[src/rtl/proc_pkg.sv]
// rtl/proc_pkg.sv - shared opcode, step and field-width definitions for proc_param
//
// Purpose: constants and helpers shared by the processor top and its ALU.
//   opcode_t      : 3-bit instruction opcodes (mv, mvi, add, sub, mvnz, and, or, xor)
//   tstep_t       : 2-bit control step T0..T3
//   ir_field_bits : number of IR bits carrying opcode + X + Y
//   ir_spare_bits : low instruction bits left over (negative means illegal sizing)
//   is_alu_op     : opcode runs the 4-step A/G datapath sequence
package proc_pkg;

  localparam int OPCODE_W = 3;

  typedef enum logic [2:0] {
    OP_MV   = 3'b000,
    OP_MVI  = 3'b001,
    OP_ADD  = 3'b010,
    OP_SUB  = 3'b011,
    OP_MVNZ = 3'b100,
    OP_AND  = 3'b101,
    OP_OR   = 3'b110,
    OP_XOR  = 3'b111
  } opcode_t;

  typedef enum logic [1:0] {
    T0 = 2'd0,
    T1 = 2'd1,
    T2 = 2'd2,
    T3 = 2'd3
  } tstep_t;

  function automatic int ir_field_bits(input int reg_aw);
    return OPCODE_W + 2 * reg_aw;
  endfunction

  function automatic int ir_spare_bits(input int data_w, input int reg_aw);
    return data_w - ir_field_bits(reg_aw);
  endfunction

  function automatic logic is_alu_op(input opcode_t op);
    return (op == OP_ADD) || (op == OP_SUB) || (op == OP_AND) ||
           (op == OP_OR)  || (op == OP_XOR);
  endfunction

endpackage

[src/rtl/proc_alu.sv]
// rtl/proc_alu.sv - combinational ALU for proc_param
//
// Purpose: computes a op b for the ALU opcodes and flags a zero result.
// Ports:
//   a      in  DATA_W  first operand (register A)
//   b      in  DATA_W  second operand (current bus value)
//   op     in  3       opcode from IR
//   result out DATA_W  a op b, modulo 2**DATA_W for add/sub
//   zero   out 1       result == 0
module proc_alu
  import proc_pkg::*;
#(
  parameter int DATA_W = 9
) (
  input  logic [DATA_W-1:0] a,
  input  logic [DATA_W-1:0] b,
  input  logic [2:0]        op,
  output logic [DATA_W-1:0] result,
  output logic              zero
);

  always_comb begin
    result = b;
    case (opcode_t'(op))
      OP_ADD:  result = a + b;
      OP_SUB:  result = a - b;
      OP_AND:  result = a & b;
      OP_OR:   result = a | b;
      OP_XOR:  result = a ^ b;
      default: result = b;
    endcase
  end

  assign zero = (result == '0);

endmodule

[src/rtl/proc_param.sv]
// rtl/proc_param.sv - parametrised multicycle single-bus processor
//
// Purpose: fetches an instruction from DIN in T0 and executes it over one
// shared bus in T1..T3. Holds IR, A, G, the zero flag, the register file,
// the bus multiplexer and the control FSM.
// Ports:
//   Clock    in  1       rising-edge clock
//   Resetn   in  1       asynchronous active-low reset
//   DIN      in  DATA_W  instruction word in T0, immediate in T1 of mvi
//   Run      in  1       start request, only looked at in T0
//   Done     out 1       high in the final step of each instruction
//   BusWires out DATA_W  shared bus value
//   Busy     out 1       high whenever the step is not T0
module proc_param
  import proc_pkg::*;
#(
  parameter int DATA_W = 9,
  parameter int REG_AW = 3
) (
  input  logic              Clock,
  input  logic              Resetn,
  input  logic [DATA_W-1:0] DIN,
  input  logic              Run,
  output logic              Done,
  output logic [DATA_W-1:0] BusWires,
  output logic              Busy
);

  localparam int NUM_REGS = 2 ** REG_AW;
  localparam int IR_W     = ir_field_bits(REG_AW);

  if (ir_spare_bits(DATA_W, REG_AW) < 0) begin : g_bad_params
    $fatal(1, "proc_param: DATA_W must be at least 3 + 2*REG_AW");
  end

  // IR keeps only opcode, X and Y; the spare low instruction bits carry no meaning.
  logic [IR_W-1:0]   ir;
  logic [DATA_W-1:0] a_reg;
  logic [DATA_W-1:0] g_reg;
  logic              z_flag;
  logic [DATA_W-1:0] regs [NUM_REGS];

  tstep_t tstep;
  tstep_t tstep_next;

  opcode_t           opcode;
  logic [REG_AW-1:0] rx;
  logic [REG_AW-1:0] ry;

  // Bus drivers (one-hot per step) and register load enables.
  logic                din_out;
  logic                g_out;
  logic [NUM_REGS-1:0] r_out;
  logic                ir_in;
  logic                a_in;
  logic                g_in;
  logic [NUM_REGS-1:0] r_in;

  logic [DATA_W-1:0] alu_result;
  logic              alu_zero;

  assign opcode = opcode_t'(ir[IR_W-1 -: OPCODE_W]);
  assign rx     = ir[IR_W-OPCODE_W-1 -: REG_AW];
  assign ry     = ir[REG_AW-1:0];

  proc_alu #(
    .DATA_W (DATA_W)
  ) u_alu (
    .a      (a_reg),
    .b      (BusWires),
    .op     (opcode),
    .result (alu_result),
    .zero   (alu_zero)
  );

  // Control: next step, bus driver selection and load enables.
  always_comb begin
    tstep_next = tstep;
    Done       = 1'b0;
    din_out    = 1'b0;
    g_out      = 1'b0;
    r_out      = '0;
    ir_in      = 1'b0;
    a_in       = 1'b0;
    g_in       = 1'b0;
    r_in       = '0;

    case (tstep)
      T0: begin
        if (Run) begin
          ir_in      = 1'b1;
          tstep_next = T1;
        end
      end

      T1: begin
        if (is_alu_op(opcode)) begin
          r_out[rx]  = 1'b1;
          a_in       = 1'b1;
          tstep_next = T2;
        end else begin
          case (opcode)
            OP_MVI: begin
              din_out   = 1'b1;
              r_in[rx]  = 1'b1;
            end
            OP_MVNZ: begin
              r_out[ry] = 1'b1;
              r_in[rx]  = ~z_flag;
            end
            default: begin
              r_out[ry] = 1'b1;
              r_in[rx]  = 1'b1;
            end
          endcase
          Done       = 1'b1;
          tstep_next = T0;
        end
      end

      // Only ALU opcodes ever reach T2/T3.
      T2: begin
        r_out[ry]  = 1'b1;
        g_in       = 1'b1;
        tstep_next = T3;
      end

      T3: begin
        g_out      = 1'b1;
        r_in[rx]   = 1'b1;
        Done       = 1'b1;
        tstep_next = T0;
      end

      default: tstep_next = T0;
    endcase
  end

  // Drivers are one-hot, so OR-ing the gated sources is the bus; zero when idle.
  always_comb begin
    BusWires = '0;
    if (din_out) BusWires = BusWires | DIN;
    if (g_out)   BusWires = BusWires | g_reg;
    for (int k = 0; k < NUM_REGS; k++) begin
      if (r_out[k]) BusWires = BusWires | regs[k];
    end
  end

  assign Busy = (tstep != T0);

  always_ff @(posedge Clock or negedge Resetn) begin
    if (!Resetn) begin
      tstep  <= T0;
      ir     <= '0;
      a_reg  <= '0;
      g_reg  <= '0;
      z_flag <= 1'b1;
      for (int k = 0; k < NUM_REGS; k++) begin
        regs[k] <= '0;
      end
    end else begin
      tstep <= tstep_next;
      if (ir_in) ir    <= DIN[DATA_W-1 -: IR_W];
      if (a_in)  a_reg <= BusWires;
      if (g_in) begin
        g_reg  <= alu_result;
        z_flag <= alu_zero;
      end
      for (int k = 0; k < NUM_REGS; k++) begin
        if (r_in[k]) regs[k] <= BusWires;
      end
    end
  end

endmodule

[config.mk]
export PLATFORM = sky130hd
export DESIGN_NAME = proc_param
export DESIGN_NICKNAME = d
export VERILOG_FILES = /design/src/rtl/proc_pkg.sv /design/src/rtl/proc_alu.sv /design/src/rtl/proc_param.sv
export SDC_FILE = /design/constraint.sdc
export NUM_CORES = 1
export LEC_CHECK = 0
export ABC_AREA = 0
export BUFFER_PORTS_ARGS = -buffer_cell sky130_fd_sc_hd__buf_2
export CAP_MARGIN = 20
export CORE_ASPECT_RATIO = 2
export CORE_MARGIN = 2
export CORE_UTILIZATION = 35
export DETAILED_ROUTE_END_ITERATION = 8
export GPL_TIMING_DRIVEN = 1
export PLACE_DENSITY = 0.59
export SLEW_MARGIN = 20
export SYNTH_ARGS = -nofsm -noshare
export SYNTH_HDL_FRONTEND = slang
export SYNTH_SLANG_ARGS = --single-unit
export TNS_END_PERCENT = 5
[constraint.sdc]
create_clock -name Clock -period 5.3 [get_ports Clock]
set_input_delay 0.795 -clock Clock [delete_from_list [all_inputs] [get_ports Clock]]
set_output_delay 0.795 -clock Clock [all_outputs]
set_load 0.005 [all_outputs]
==> summary.md <==
| Metric | Value |
|---|---|
| Final worst path period share | 0.950 |
| Crit path time final | 5.04 ns |
| Top cells by area, synth | dfrtp_1 39%, a21oi_1 8.4%, ha_1 6.6% |
| Clock-pin slew on the worst setup and hold paths | 0.06 ns |
| Placed Cells | 989 |
| Port Buf Inserts | 22 |
| Mapped Area | between 6000 and 7000 um^2 |
| Reg-to-reg critical path startpoint | tstep[0]$_DFFE_PN0P_ |
| Seq/Total Area, Yosys | 0.396 |
| Vias in the first global route | approximately 6000 |
| # setup viols final | 0 |
| Area delta synth->final | 20.2% |
| Slew margin rel. | 0.355 |
| Most used DFF post-synth | dfrtp_1 |
| Crit. End Element | flop |
| Min-Delay Path Depth | 1 |
| Post-synth EDFFs | 0 |
| Total CTS buffers | 9 |
| Gr usage total | 0.244 |
| Hold Violations, Final | 0 |
| Net count after synthesis | ~760 |
| Most frequent cells in the layout | 108 x a21oi_1, 101 x nor2_1, 101 x dfrtp_1, 84 x buf_4, 38 x inv_1 |
| Ports | 23 |
| RSZ-0062 raised after global routing | no |
| Routed via count | 5861 |
| Ys async rst share | 1.00 |
| RD Place Congestion | slightly below 1 |
| Most common cell after layout, fill and taps aside | a21oi_1 |
| TritonRoute pass-1 iters | 5 |
| Clk sinks | 102 |
| Sink of the worst hold path | g_reg[2]$_DFFE_PN0P_ |
| Maxcap violations | 0 |
| Worst skew pair latency | 0.36 ns |
| R2R setup slack | roughly 0.26 ns |
| Startpoint types | flop |
| Avg Inst Size Synth | roughly 9 um^2 |
| CP Max Fanout | 8 |
| Filler cells | 1793 |
| DRC | 0 |
| Crit path DAT | 5.31 ns |
| Status | finished clean |
| Iter 0 DRT Violations | 448 |
| CTS tree | done |
| Final wirelength | about 23000 um |
| Via density per instance | about 6 |
| R2R Path End | z_flag$_DFFE_PN1P_ |
| Initial antenna violation count | 0 |
| Total grt overflow | 0 |
| Netlist cell types | 77 |
| Fraction of layout cells with a size suffix above 1 | 0.228 |
| Skew final | 0.0115 ns |
| Kind of critical path | reg2reg |
| Top cell type's share of synthesized area | 0.392 |
| Max reg flops | 72 |
| Htree depth | 3 |
| Die W | roughly 100 um |
| Antenna Nets Post-Route | 0 |
| Nets@finish | 832 |
| Synth Instances | 714 |
| Non-filler cells, final | 1006 |
| Die Span Y | between 150 and 200 um |
| Drt wl/cell | 23.2 um |
| First-pass GRT wire length | 35300 um |
| FMAX | between 150 and 200 MHz |
| WP data required | 5.58 ns |
| Max Root-Sink Buffers | 2 |
| Hold WC Path Type | reg2reg |
| YS warnings | 0 |
| Starting Density | 0.355 |
| FP Rows | 70 |
| Hold path start | g_reg[2]$_DFFE_PN0P_ |
| Hpwl dp | around 18000 um |
| Most flop-heavy register | regs |
| Ant diodes | 0 |
| Top cell type by total area after synthesis | dfrtp_1 |
| Die ar. | 19600 um^2 |
| Hold buffer count at cts | 0 |
| Pin count of the biggest net entering global routing | 55 |
| Root buf cell | clkbuf_16 |
| Synthesized flop and latch total | roughly 100 |
| Worst-Margin Slew | 0.967 ns |
| Slew Viols, Final | 0 |
| Core area | 18100 um^2 |
| Worst r2r path cells | 20 |
per-stage QoR:
step,utilization,instance area [um^2],setup slack [ns],TNS (ns),hold WS (ns)
after global placement,0.401,7270,-0.0358,-0.0358,0.471
final,0.427,7740,0.263,0,0.494
after floorplan,-,6440,0.0561,0,0.455
after detailed placement,0.401,7270,-0.176,-0.176,0.472
after CTS,0.420,7620,0.000241,0,0.495
after global routing,0.427,7740,0.0148,0,0.503
area by class of cell:
| class | count | area (um^2) | area share |
|---|---|---|---|
| multi-input cells | 527 | 3680 | 0.476 |
| flip-flops and latches | 102 | 2550 | 0.330 |
| repair buffers | 106 | 756 | 0.0976 |
| well taps | 216 | 270 | 0.0349 |
| clock buffers | 11 | 253 | 0.0326 |
| inverters | 39 | 146 | 0.0189 |
| clock inverters | 5 | 81.3 | 0.0105 |
worst max-delay path, cell delays in order, from the launching register on:
cell and delay [ns]:
dfrtp_1 0.41, inv_1 0.12, ha_4 0.23, buf_4 0.16, and3_2 0.23, and3_2 0.26
o21a_1 0.20, a2111o_1 0.33, nor4_4 0.29, inv_1 0.12, buf_4 0.18, xnor2_1 0.13
ha_1 0.34, o21a_1 0.13, o31a_1 0.21, mux2_2 0.36, or3_1 0.39, a2111oi_2 0.31
a41oi_1 0.15, a31o_2 0.24, a41oi_1 0.16
synthesized netlist by cell type (all sizes together), types with 6 or more instances:
| cell | instances |
|---|---|
| nor2b | 8 |
| o211ai | 6 |
| and3 | 6 |
| nor3 | 15 |
| a221o | 6 |
| mux2 | 16 |
| o21ai | 17 |
| inv | 38 |
| o22ai | 12 |
| xnor2 | 10 |
| nor2 | 104 |
| nand3 | 8 |
| nand2b | 12 |
| a22o | 6 |
| a21oi | 108 |
| a21o | 7 |
| o21a | 14 |
| nand4 | 6 |
| nand2 | 26 |
| a22oi | 8 |
| mux2i | 9 |
| clkbuf | 35 |
| dfrtp | 101 |
| ha | 34 |
| buf | 11 |
routing by layer:
layer / global-route usage / vias to the layer above / part of all wire
li1: - / 2714 / -
met1: 0.235 / 2850 / 0.33
met2: 0.454 / 196 / 0.55
met3: 0.0235 / 101 / 0.030
met4: 0.198 / 0 / 0.088
met5: 0 / - / 0
worst max-delay path by stage:
stage / depth (start not counted) / startpoint / end
2_1_floorplan: 21 / tstep[0]$_DFFE_PN0P_ / z_flag$_DFFE_PN1P_
3_3_place_gp: 19 / tstep[0]$_DFFE_PN0P_ / z_flag$_DFFE_PN1P_
3_5_place_dp: 19 / tstep[0]$_DFFE_PN0P_ / z_flag$_DFFE_PN1P_
4_1_cts: 22 / tstep[0]$_DFFE_PN0P_ / z_flag$_DFFE_PN1P_
5_1_grt: 21 / flop / z_flag$_DFFE_PN1P_
6_report: 20 / tstep[0]$_DFFE_PN0P_ / z_flag$_DFFE_PN1P_
what timing repair did:
| action | 4_1_cts | 5_1_grt |
|---|---|---|
| setup buffers | 0 | 1 |
| pin swaps | 0 | 8 |
| gates resized for setup | 6 | 25 |
| setup endpoints to repair | 1 | 2 |
kinds of logic (layout without fill, tap and decap cells):
logic type                 after synthesis  count (layout)  synth area share
muxes                                   30              30            0.0594
adders and majority gates               35              35            0.0691
DFF                                    102             102             0.396
xor gates and xnor gates                11              11            0.0150
AOI/OAI and AO/OA                      234             234             0.237
buffers and inverters                   85             161            0.0528
and+or+nand+nor                        217             217             0.170
Power is left out: the tool's default activity adds up to more than one toggle a clock period on the data nets, which glitch-free logic cannot reach.
